**src/rtl/reg_file_2r1w.sv**
```systemverilog
// Two-read/one-write register file with byte-lane writes, write-first bypass,
// a sequenced clear sweep and out-of-range address flagging.
//
// state | meaning
// IDLE  | accepts reads/writes; Clr starts a sweep
// CLEAR | zeroes one entry per cycle, all accesses dropped
module reg_file_2r1w #(
  parameter int DATA_WIDTH = 16,
  parameter int DEPTH      = 8,
  parameter int ADDR_WIDTH = 3
) (
  input  logic                    clk,
  input  logic                    rst_n,
  input  logic                    wr_en,
  input  logic [ADDR_WIDTH-1:0]   wr_addr,
  input  logic [DATA_WIDTH-1:0]   wr_data,
  input  logic [DATA_WIDTH/8-1:0] wr_byte_en,
  input  logic                    rd_en_a,
  input  logic [ADDR_WIDTH-1:0]   rd_addr_a,
  output logic [DATA_WIDTH-1:0]   rd_data_a,
  output logic                    rd_valid_a,
  input  logic                    rd_en_b,
  input  logic [ADDR_WIDTH-1:0]   rd_addr_b,
  output logic [DATA_WIDTH-1:0]   rd_data_b,
  output logic                    rd_valid_b,
  input  logic                    clr,
  output logic                    busy,
  output logic                    addr_err
);

  localparam int LANES = DATA_WIDTH / 8;
  localparam logic [ADDR_WIDTH:0]   DEPTH_W  = (ADDR_WIDTH + 1)'(DEPTH);
  localparam logic [ADDR_WIDTH-1:0] LAST_IDX = ADDR_WIDTH'(DEPTH - 1);

  typedef enum logic {IDLE, CLEAR} state_t;

  state_t                state;
  logic [ADDR_WIDTH-1:0] idx;
  logic [DATA_WIDTH-1:0] mem [DEPTH];

  logic                  accept;
  logic                  wr_ok, a_ok, b_ok, wr_live, err_now;
  logic [DATA_WIDTH-1:0] wr_old, wr_merged, rd_word_a, rd_word_b;

  always_comb begin
    accept  = (state == IDLE) && !clr;
    wr_ok   = {1'b0, wr_addr} < DEPTH_W;
    a_ok    = {1'b0, rd_addr_a} < DEPTH_W;
    b_ok    = {1'b0, rd_addr_b} < DEPTH_W;
    wr_live = accept && wr_en && wr_ok;
    wr_old  = wr_ok ? mem[wr_addr] : '0;
    wr_merged = wr_old;
    for (int k = 0; k < LANES; k++)
      if (wr_byte_en[k]) wr_merged[8*k +: 8] = wr_data[8*k +: 8];
    // Write-first: a same-edge write to the read address is visible immediately.
    rd_word_a = !a_ok ? '0 : (wr_live && wr_addr == rd_addr_a) ? wr_merged : mem[rd_addr_a];
    rd_word_b = !b_ok ? '0 : (wr_live && wr_addr == rd_addr_b) ? wr_merged : mem[rd_addr_b];
    err_now = (wr_en && !wr_ok) || (rd_en_a && !a_ok) || (rd_en_b && !b_ok);
  end

  always_ff @(posedge clk or negedge rst_n) begin
    if (!rst_n) begin
      state      <= IDLE;
      idx        <= '0;
      busy       <= 1'b0;
      addr_err   <= 1'b0;
      rd_data_a  <= '0;
      rd_data_b  <= '0;
      rd_valid_a <= 1'b0;
      rd_valid_b <= 1'b0;
      for (int i = 0; i < DEPTH; i++) mem[i] <= '0;
    end else begin
      rd_valid_a <= accept && rd_en_a;
      rd_valid_b <= accept && rd_en_b;
      addr_err   <= accept && err_now;
      if (accept && rd_en_a) rd_data_a <= rd_word_a;
      if (accept && rd_en_b) rd_data_b <= rd_word_b;
      case (state)
        IDLE: begin
          if (clr) begin
            state <= CLEAR;
            idx   <= '0;
            busy  <= 1'b1;
          end else if (wr_live) begin
            for (int k = 0; k < LANES; k++)
              if (wr_byte_en[k]) mem[wr_addr][8*k +: 8] <= wr_data[8*k +: 8];
          end
        end
        CLEAR: begin
          mem[idx] <= '0;
          if (idx == LAST_IDX) begin
            state <= IDLE;
            busy  <= 1'b0;
          end else begin
            idx <= idx + 1'b1;
          end
        end
        default: state <= IDLE;
      endcase
    end
  end

endmodule

```
**config.mk**
```make
export PLATFORM = sky130hd
export DESIGN_NAME = reg_file_2r1w
export DESIGN_NICKNAME = d
export VERILOG_FILES = /design/src/rtl/reg_file_2r1w.sv
export SDC_FILE = /design/constraint.sdc
export NUM_CORES = 1
export LEC_CHECK = 0
export ABC_AREA = 0
export CORE_ASPECT_RATIO = 0.6
export CORE_MARGIN = 3
export CORE_UTILIZATION = 38
export DETAILED_ROUTE_END_ITERATION = 10
export PLACE_DENSITY = 0.64
export SYNTH_ARGS = -nofsm -noshare
export SYNTH_HDL_FRONTEND = slang
export SYNTH_SLANG_ARGS = --single-unit
```
**constraint.sdc**
```tcl
create_clock -name clk -period 3.25 [get_ports clk]
set_clock_uncertainty 0.1 [all_clocks]
set_input_delay 0.975 -clock clk [delete_from_list [all_inputs] [get_ports clk]]
set_output_delay 0.975 -clock clk [all_outputs]
set_load 0.005 [all_outputs]
```
==> results by group, run 1 <==
Global route
  – GRT overflow: 0
  – Gr usage total: 0.2426
  – First-pass GRT wire length: 51.64 mm
  – Initial antenna violation count: 0
  – Largest net degree at the start of global routing: 65
  – Number of global-route vias before repair: 7,848

Clock network
  – Insertion delay to the later sink of the worst-skew pair: 440 ps
  – Post-CTS sizing: 0
  – Clk buf depth: 2
  – CTS Sinks: 167
  – Root Buffer: clkbuf_16
  – Clk slew on worst S/H paths: 70 ps
  – CTS Buf Count: 17
  – H-tree lvl count: 4
  – TritonCTS clock tree: yes
  – Hold_buf cts: 0
  – # Post-CTS Setup Buffers: 0

STA
  – Max-slew violations: 0
  – Crit path time final: 2850 ps
  – Fin. Hold Viols: 0
  – RSZ-0062 raised after global routing: false
  – Setup violators final: 0
  – Setup ws final: 400.1 ps
  – Post-route setup TNS: 0 ps
  – F_max: 350.9 MHz
  – Final Cycle Share: 0.8769
  – Slew HR: 0.3562
  – Worst Max-Slew Pin Slew: 962.2 ps

Layout
  – Most frequent cells in the layout: 167 x dfrtp_1, 99 x nand2_1, 66 x o21ai_0
  – Share of cells above drive strength 1: 0.2441
  – # diodes: 0
  – Commonest non-fill, non-tap cell in the layout: dfrtp_1
  – Layout net count: 960
  – Area growth, synth to finish: 18.97%

Place
  – Port Buf Inserts: 67
  – Dpl ws: 52.61 ps
  – Detail Placement HPWL: 24.17 mm
  – Routability cong.: 0.9386

Run
  – Max Cap Viol: 0

Floorplanning
  – Die height: 131.5 microns
  – Initial Utilization: 0.3902
  – I/O pins: 69
  – Die area: 0.02829 sq mm
  – Core Footprint: 0.02556 sq mm
  – DIE WIDTH: 215.2 microns
  – Site row count: 45

Synthesis
  – Ys async rst share: 1.000
  – Proportion of netlist area held by the largest area contributor: 0.4190
  – Synthesized Nets: 868
  – Post-synth EDFFs: 0
  – Yosys warns: 0
  – Distinct cells, synth: 68
  – Post-Syn Area: 0.009975 sq mm
  – Seq cells post-synth: 167
  – Cell accounting for the most synthesized area: dfrtp_1
  – Ranking of synthesized cells by area: dfrtp_1 42%, mux4_2 14%, a22o_1 5.0%
  – Sequential share of the synthesized area: 0.4190
  – Post-Syn Area per Cell: 11.97 sq um
  – Main synth FF type: dfrtp_1
  – Mapped Cells: 833

Route
  – Met2 wire len: 13.00 mm
  – Final antenna-violating net count: 0
  – Routed WL: 33.94 mm
  – Total iterations of the first detailed-routing run: 5
  – Initial DRC count: 1,035
  – Routed wl met3: 5.137 mm
  – Detailed-route wire length per cell: 26.31 microns
  – Wire length on met1: 15.31 mm
  – Top sig layer: met4
  – Via count: 8,097
  – # DRC: 0
  – Vias/cell: 6.277

Setup path
  – Crit. End Element: flip-flop
  – Critical path class: input pin to flip-flop
  – Startpoint types: input pin
  – WP data required: 3490 ps
  – Crit-path max FO: 14
  – Critical path data arrival time: 3090 ps

Run status
  – Outcome: completed

Power and ir drop
  – Max VDD drop: 263.7 uV
  – Leakage Power: 5.045 nW
  – Pwr Total: 0.006173 W
  – Power Dens Cells: 520.2 mW/mm^2

Hold path
  – Worst Hold Class: input pin to asynchronous set/reset pin
==> per-layer routing <==
layer  track usage  vias up
met3        0.1232       52
li1              -     3433
met2        0.3114      528
met5             0        -
met1        0.3584     4084
met4       0.05501        0
==> path summary, 6_finish.rpt <==
kind,depth (start not counted),endpoint,start,slack (ps)
worst max register to register,5,mem[28]$_DFFE_PN0P_,state$_DFF_PN0_,800
worst min register to register,2,rd_data_b[1]$_DFFE_PN0P_,rd_data_b[1]$_DFFE_PN0P_,390
worst max-delay path,6,mem[28]$_DFFE_PN0P_,clr,400
max in group asynchronous,2,rd_data_b[12]$_DFFE_PN0P_,rst_n,1890
min in group clk,2,rd_data_b[1]$_DFFE_PN0P_,rd_data_b[1]$_DFFE_PN0P_,390
worst min-delay path,1,rd_data_a[2]$_DFFE_PN0P_,rst_n,370
==> Yosys cell counts (3+ instances only) <==
cell type,number
o22a_1,3
a22oi_1,17
nor2_2,4
dfrtp_1,167
a22o_1,57
a221o_1,5
o2bb2ai_1,39
o21ai_0,66
a21oi_1,16
o221a_2,4
mux4_1,9
a2bb2oi_1,3
o211ai_1,3
inv_1,3
nand2b_1,11
nor2_1,17
a31oi_1,5
mux4_2,63
mux2_2,27
buf_4,17
buf_6,9
clkbuf_1,21
nand3_1,8
nor3_4,3
a221oi_1,7
nor2b_1,8
xnor2_1,7
and2_1,12
buf_2,15
nor3_1,8
nand2_1,99
a31oi_2,3
nand3b_1,3
mux2i_1,49
==> layout make-up <==
cell class                      count  area, sq um
Clock buffer                       17        425.4
Tap cell                          352        440.4
Timing Repair Buffer              138         1275
Sequential cell                   167         4179
Multi-Input combinational cell    595         5378
Fill cell                        2368        13700
Inverter                            6        22.52
Clock inverter                     15        146.4
==> metrics by stage <==
step	area [sq um]	hold WS, ps	utilization	std cells
after CTS	11870	394.0	0.4642	1290
after detailed placement	11290	381.1	0.4419	1258
after floorplan	9975	362.8	-	833
after global routing	11870	406.3	0.4642	1290
after global placement	11290	372.0	0.4419	1258
final	11870	371.0	0.4642	1290
==> critical path, stage by stage <==
cell and delay (ps):
clkdlybuf4s50_1 450, nor3b_4 430, and2_1 240, buf_12 150, nand3_1 470, o21ai_0 370
==> flip-flops by register name (all words and copies together), names as in the netlist <==
| name | count |
|---|---|
| busy | 1 |
| mem | 128 |
| rd_valid_b | 1 |
| rd_data_b | 16 |
| rd_data_a | 16 |
| rd_valid_a | 1 |
| idx | 3 |
| state | 1 |
==> kinds of logic after synthesis <==
| kind of cell | Yosys count | share of synthesized area |
|---|---|---|
| DFF | 167 | 0.4190 |
| and+or+nand+nor | 194 | 0.1012 |
| buffers and inverters | 71 | 0.04190 |
| AOI/OAI and AO/OA | 242 | 0.1808 |
| other | 1 | 0.0003760 |
| xor gates and xnor gates | 7 | 0.006147 |
| muxes | 149 | 0.2481 |
| adders and majority gates | 2 | 0.002508 |
==> report_power, final <==
part | switching (W) | internal [W] | total [W]
Sequential | 0.000219 | 0.00227 | 0.00249
Combinational | 0.000934 | 0.000737 | 0.00167
Clock | 0.000935 | 0.00108 | 0.00201
Total | 0.00209 | 0.00409 | 0.00617
Power figures use the tool's default switching activity.
==> run 2, diff against run 1 <==
--- a/config.mk
+++ b/config.mk
@@ -5,7 +5,6 @@
 export SDC_FILE = /design/constraint.sdc
 export NUM_CORES = 1
 export LEC_CHECK = 0
-export ABC_AREA = 0
 export CORE_ASPECT_RATIO = 0.6
 export CORE_MARGIN = 3
 export CORE_UTILIZATION = 38
==> results of run 2 <==
The final DEF is identical to that of run 1; final timing and power are the same.
==> run 3, diff against run 2 <==
--- a/config.mk
+++ b/config.mk
@@ -6,8 +6,8 @@
 export NUM_CORES = 1
 export LEC_CHECK = 0
 export CORE_ASPECT_RATIO = 0.6
-export CORE_MARGIN = 3
 export CORE_UTILIZATION = 38
+export CTS_CLUSTER_DIAMETER = 150
 export DETAILED_ROUTE_END_ITERATION = 10
 export PLACE_DENSITY = 0.64
 export SYNTH_ARGS = -nofsm -noshare
==> run 3 against run 2 <==
  * Clock power is 4% higher
  * Setup slack worse by 75 ps
  * Sequential power barely moved
  * Non-clock buffer count is 15 higher
  * First-iteration DRC count down 0.19%
  * Flip-flop and latch count stayed put
  * Register-to-register slack better by 50 ps
  * Utilization is 0.74 points higher
  * Global-route usage increased by 2.2 points
  * Via count rose by 1.4%
  * Hold slack gained 6.0 ps
  * Critical endpoint is now rd_data_a[11]$_DFFE_PN0P_
  * Largest power group unchanged
==> results by group, run 3 (same netlist as run 1, synthesis figures left out) <==
Power and ir drop
  – Max VDD drop: 268.9 uV (was 263.7 uV)
  – Leakage Power: 5.124 nW (was 5.045 nW)
  – Pwr Total: 0.006267 W (was 0.006173 W)
  – Power Dens Cells: 521.1 mW/mm^2 (was 520.2 mW/mm^2)

Setup path
  – Capture point of the worst reg-to-reg path: mem[24]$_DFFE_PN0P_ (was mem[28]$_DFFE_PN0P_)
  – Critical Path Start: wr_addr[0] (was clr)
  – Flop2flop setup slack: 850 ps (was 800 ps)
  – R2R cell count: 5 (unchanged)
  – R2r startpoint: state$_DFF_PN0_ (unchanged)
  – WP data required: 3470 ps (was 3490 ps)
  – Critical path data arrival time: 3140 ps (was 3090 ps)
  – Crit. End Element: flip-flop (unchanged)
  – Crit-path max FO: 24 (was 14)
  – Critical path class: input pin to flip-flop (unchanged)
  – Startpoint types: input pin (unchanged)

STA
  – Max-slew violations: 0 (unchanged)
  – Post-route setup TNS: 0 ps (unchanged)
  – F_max: 341.9 MHz (was 350.9 MHz)
  – Final Cycle Share: 0.8999 (was 0.8769)
  – Slew HR: 0.3449 (was 0.3562)
  – Crit path time final: 2925 ps (was 2850 ps)
  – Setup violators final: 0 (unchanged)
  – RSZ-0062 raised after global routing: false (unchanged)
  – Fin. Hold Viols: 0 (unchanged)
  – Worst Max-Slew Pin Slew: 979.1 ps (was 962.2 ps)

Layout
  – Share of cells above drive strength 1: 0.2550 (was 0.2441)
  – Register Area: 0.004179 sq mm (unchanged)
  – Area growth, synth to finish: 20.58% (was 18.97%)
  – Filler instances: 2,328 (was 2,368)
  – Most frequent cells in the layout: 167 x dfrtp_1, 99 x nand2_1, 77 x buf_4 (was 167 x dfrtp_1, 99 x nand2_1, 66 x o21ai_0)
  – Largest register FFs: 128 (unchanged)
  – Post-route insts no fill: 1,306 (was 1,290)
  – Biggest regs: mem: 128 flops, rd_data_a: 16 flops, rd_data_b: 16 flops (unchanged)
  – Layout net count: 975 (was 960)
  – Most flops, register: mem (unchanged)
  – Commonest non-fill, non-tap cell in the layout: dfrtp_1 (unchanged)
  – Area of the multi-input gates: 0.005378 sq mm (unchanged)

Clock network
  – Insertion delay to the later sink of the worst-skew pair: 450 ps (was 440 ps)
  – Clk slew on worst S/H paths: 70 ps (about the same)
  – Root Buffer: clkbuf_16 (unchanged)
  – H-tree lvl count: 4 (unchanged)
  – # Post-CTS Setup Buffers: 0 (unchanged)
  – TritonCTS clock tree: yes (unchanged)
  – Hold_buf cts: 0 (unchanged)
  – Clk buf depth: 2 (unchanged)
  – CTS Buf Count: 17 (unchanged)
  – CTS Sinks: 167 (unchanged)
  – Post-CTS sizing: 0 (unchanged)

Place
  – Port Buf Inserts: 67 (unchanged)
  – DP Cell Count: 1,273 (was 1,258)
  – Detail Placement HPWL: 24.58 mm (was 24.17 mm)
  – Routability cong.: 0.9287 (was 0.9386)

Route
  – Vias/cell: 6.284 (was 6.277)
  – Initial DRC count: 1,033 (was 1,035)
  – Via count: 8,207 (was 8,097)
  – Routed WL: 33.97 mm (was 33.94 mm)
  – Total iterations of the first detailed-routing run: 5 (unchanged)
  – Detailed-route wire length per cell: 26.01 microns (was 26.31 microns)
  – # DRC: 0 (unchanged)
  – Final antenna-violating net count: 0 (unchanged)

Global route
  – Initial antenna violation count: 0 (unchanged)
  – GRT overflow: 0 (unchanged)
  – First-pass GRT wire length: 51.74 mm (was 51.64 mm)
  – Number of global-route vias before repair: 8,040 (was 7,848)
  – Gr usage total: 0.2641 (was 0.2426)
  – Largest net degree at the start of global routing: 54 (was 65)

Floorplanning
  – DIE WIDTH: 211.2 microns (was 215.2 microns)
  – Die area: 0.02692 sq mm (was 0.02829 sq mm)
  – Core Footprint: 0.02551 sq mm (was 0.02556 sq mm)
  – Site row count: 45 (unchanged)
  – I/O pins: 69 (unchanged)
  – Die height: 127.5 microns (was 131.5 microns)
  – Initial Utilization: 0.3911 (was 0.3902)

Hold path
  – Worst Hold Class: input pin to asynchronous set/reset pin (unchanged)

Run status
  – Outcome: completed (unchanged)

Run
  – Max Cap Viol: 0 (unchanged)
==> run 3: cell type report <==
| cell class | count | share of cell area |
|---|---|---|
| sequential | 167 | 0.3474 |
| clock inverter | 15 | 0.01456 |
| multi-input combinational | 595 | 0.4471 |
| antenna | 1 | 0.0002081 |
| inverter | 6 | 0.001872 |
| tap | 352 | 0.03662 |
| timing repair buffer | 153 | 0.1168 |
| clock buffer | 17 | 0.03537 |
==> run 3: report_power, final <==
group          internal [W]  switching [W]
sequential          0.00227       0.000223
combinational      0.000749       0.000922
clock               0.00110        0.00100
==> run 3: worst max-delay path by stage <==
| stage | endpoint | cells after the start |
|---|---|---|
| 3_3_place_gp | rd_data_a[11]$_DFFE_PN0P_ | 9 |
| 3_5_place_dp | rd_data_a[11]$_DFFE_PN0P_ | 9 |
| 5_1_grt | rd_data_a[11]$_DFFE_PN0P_ | 9 |
| 4_1_cts | rd_data_a[11]$_DFFE_PN0P_ | 9 |
| 2_1_floorplan | rd_data_b[14]$_DFFE_PN0P_ | 6 |
| 6_report | rd_data_a[11]$_DFFE_PN0P_ | 9 |
==> run 3: per-layer routing <==
| layer | GRT usage | routed length, microns | up-vias |
|---|---|---|---|
| met5 | 0.02904 | 0 | - |
| met2 | 0.3408 | 13320 | 540 |
| met1 | 0.3891 | 15310 | 4162 |
| met4 | 0.07246 | 516 | 0 |
| met3 | 0.1168 | 4818 | 38 |
| li1 | - | - | 3467 |
==> run 3: per-stage QoR <==
stage	area [sq um]	hold WS, ps	utilization	worst slack (ps)
CTS	12030	377.8	0.4715	415.4
detailed placement	11420	361.9	0.4479	-58.70
floorplan	9975	362.8	-	774.3
finish	12030	377.0	0.4716	325.2
global placement	11420	369.7	0.4479	-69.82
global route	12030	406.9	0.4715	313.9
==> run 3: critical path, stage by stage <==
cell and delay (ps):
clkdlybuf4s50_1 500, buf_12 200, nor2_2 110, buf_4 200
o2bb2ai_1 130, a221o_1 340, mux2i_1 390, buf_4 200
o21ai_0 70
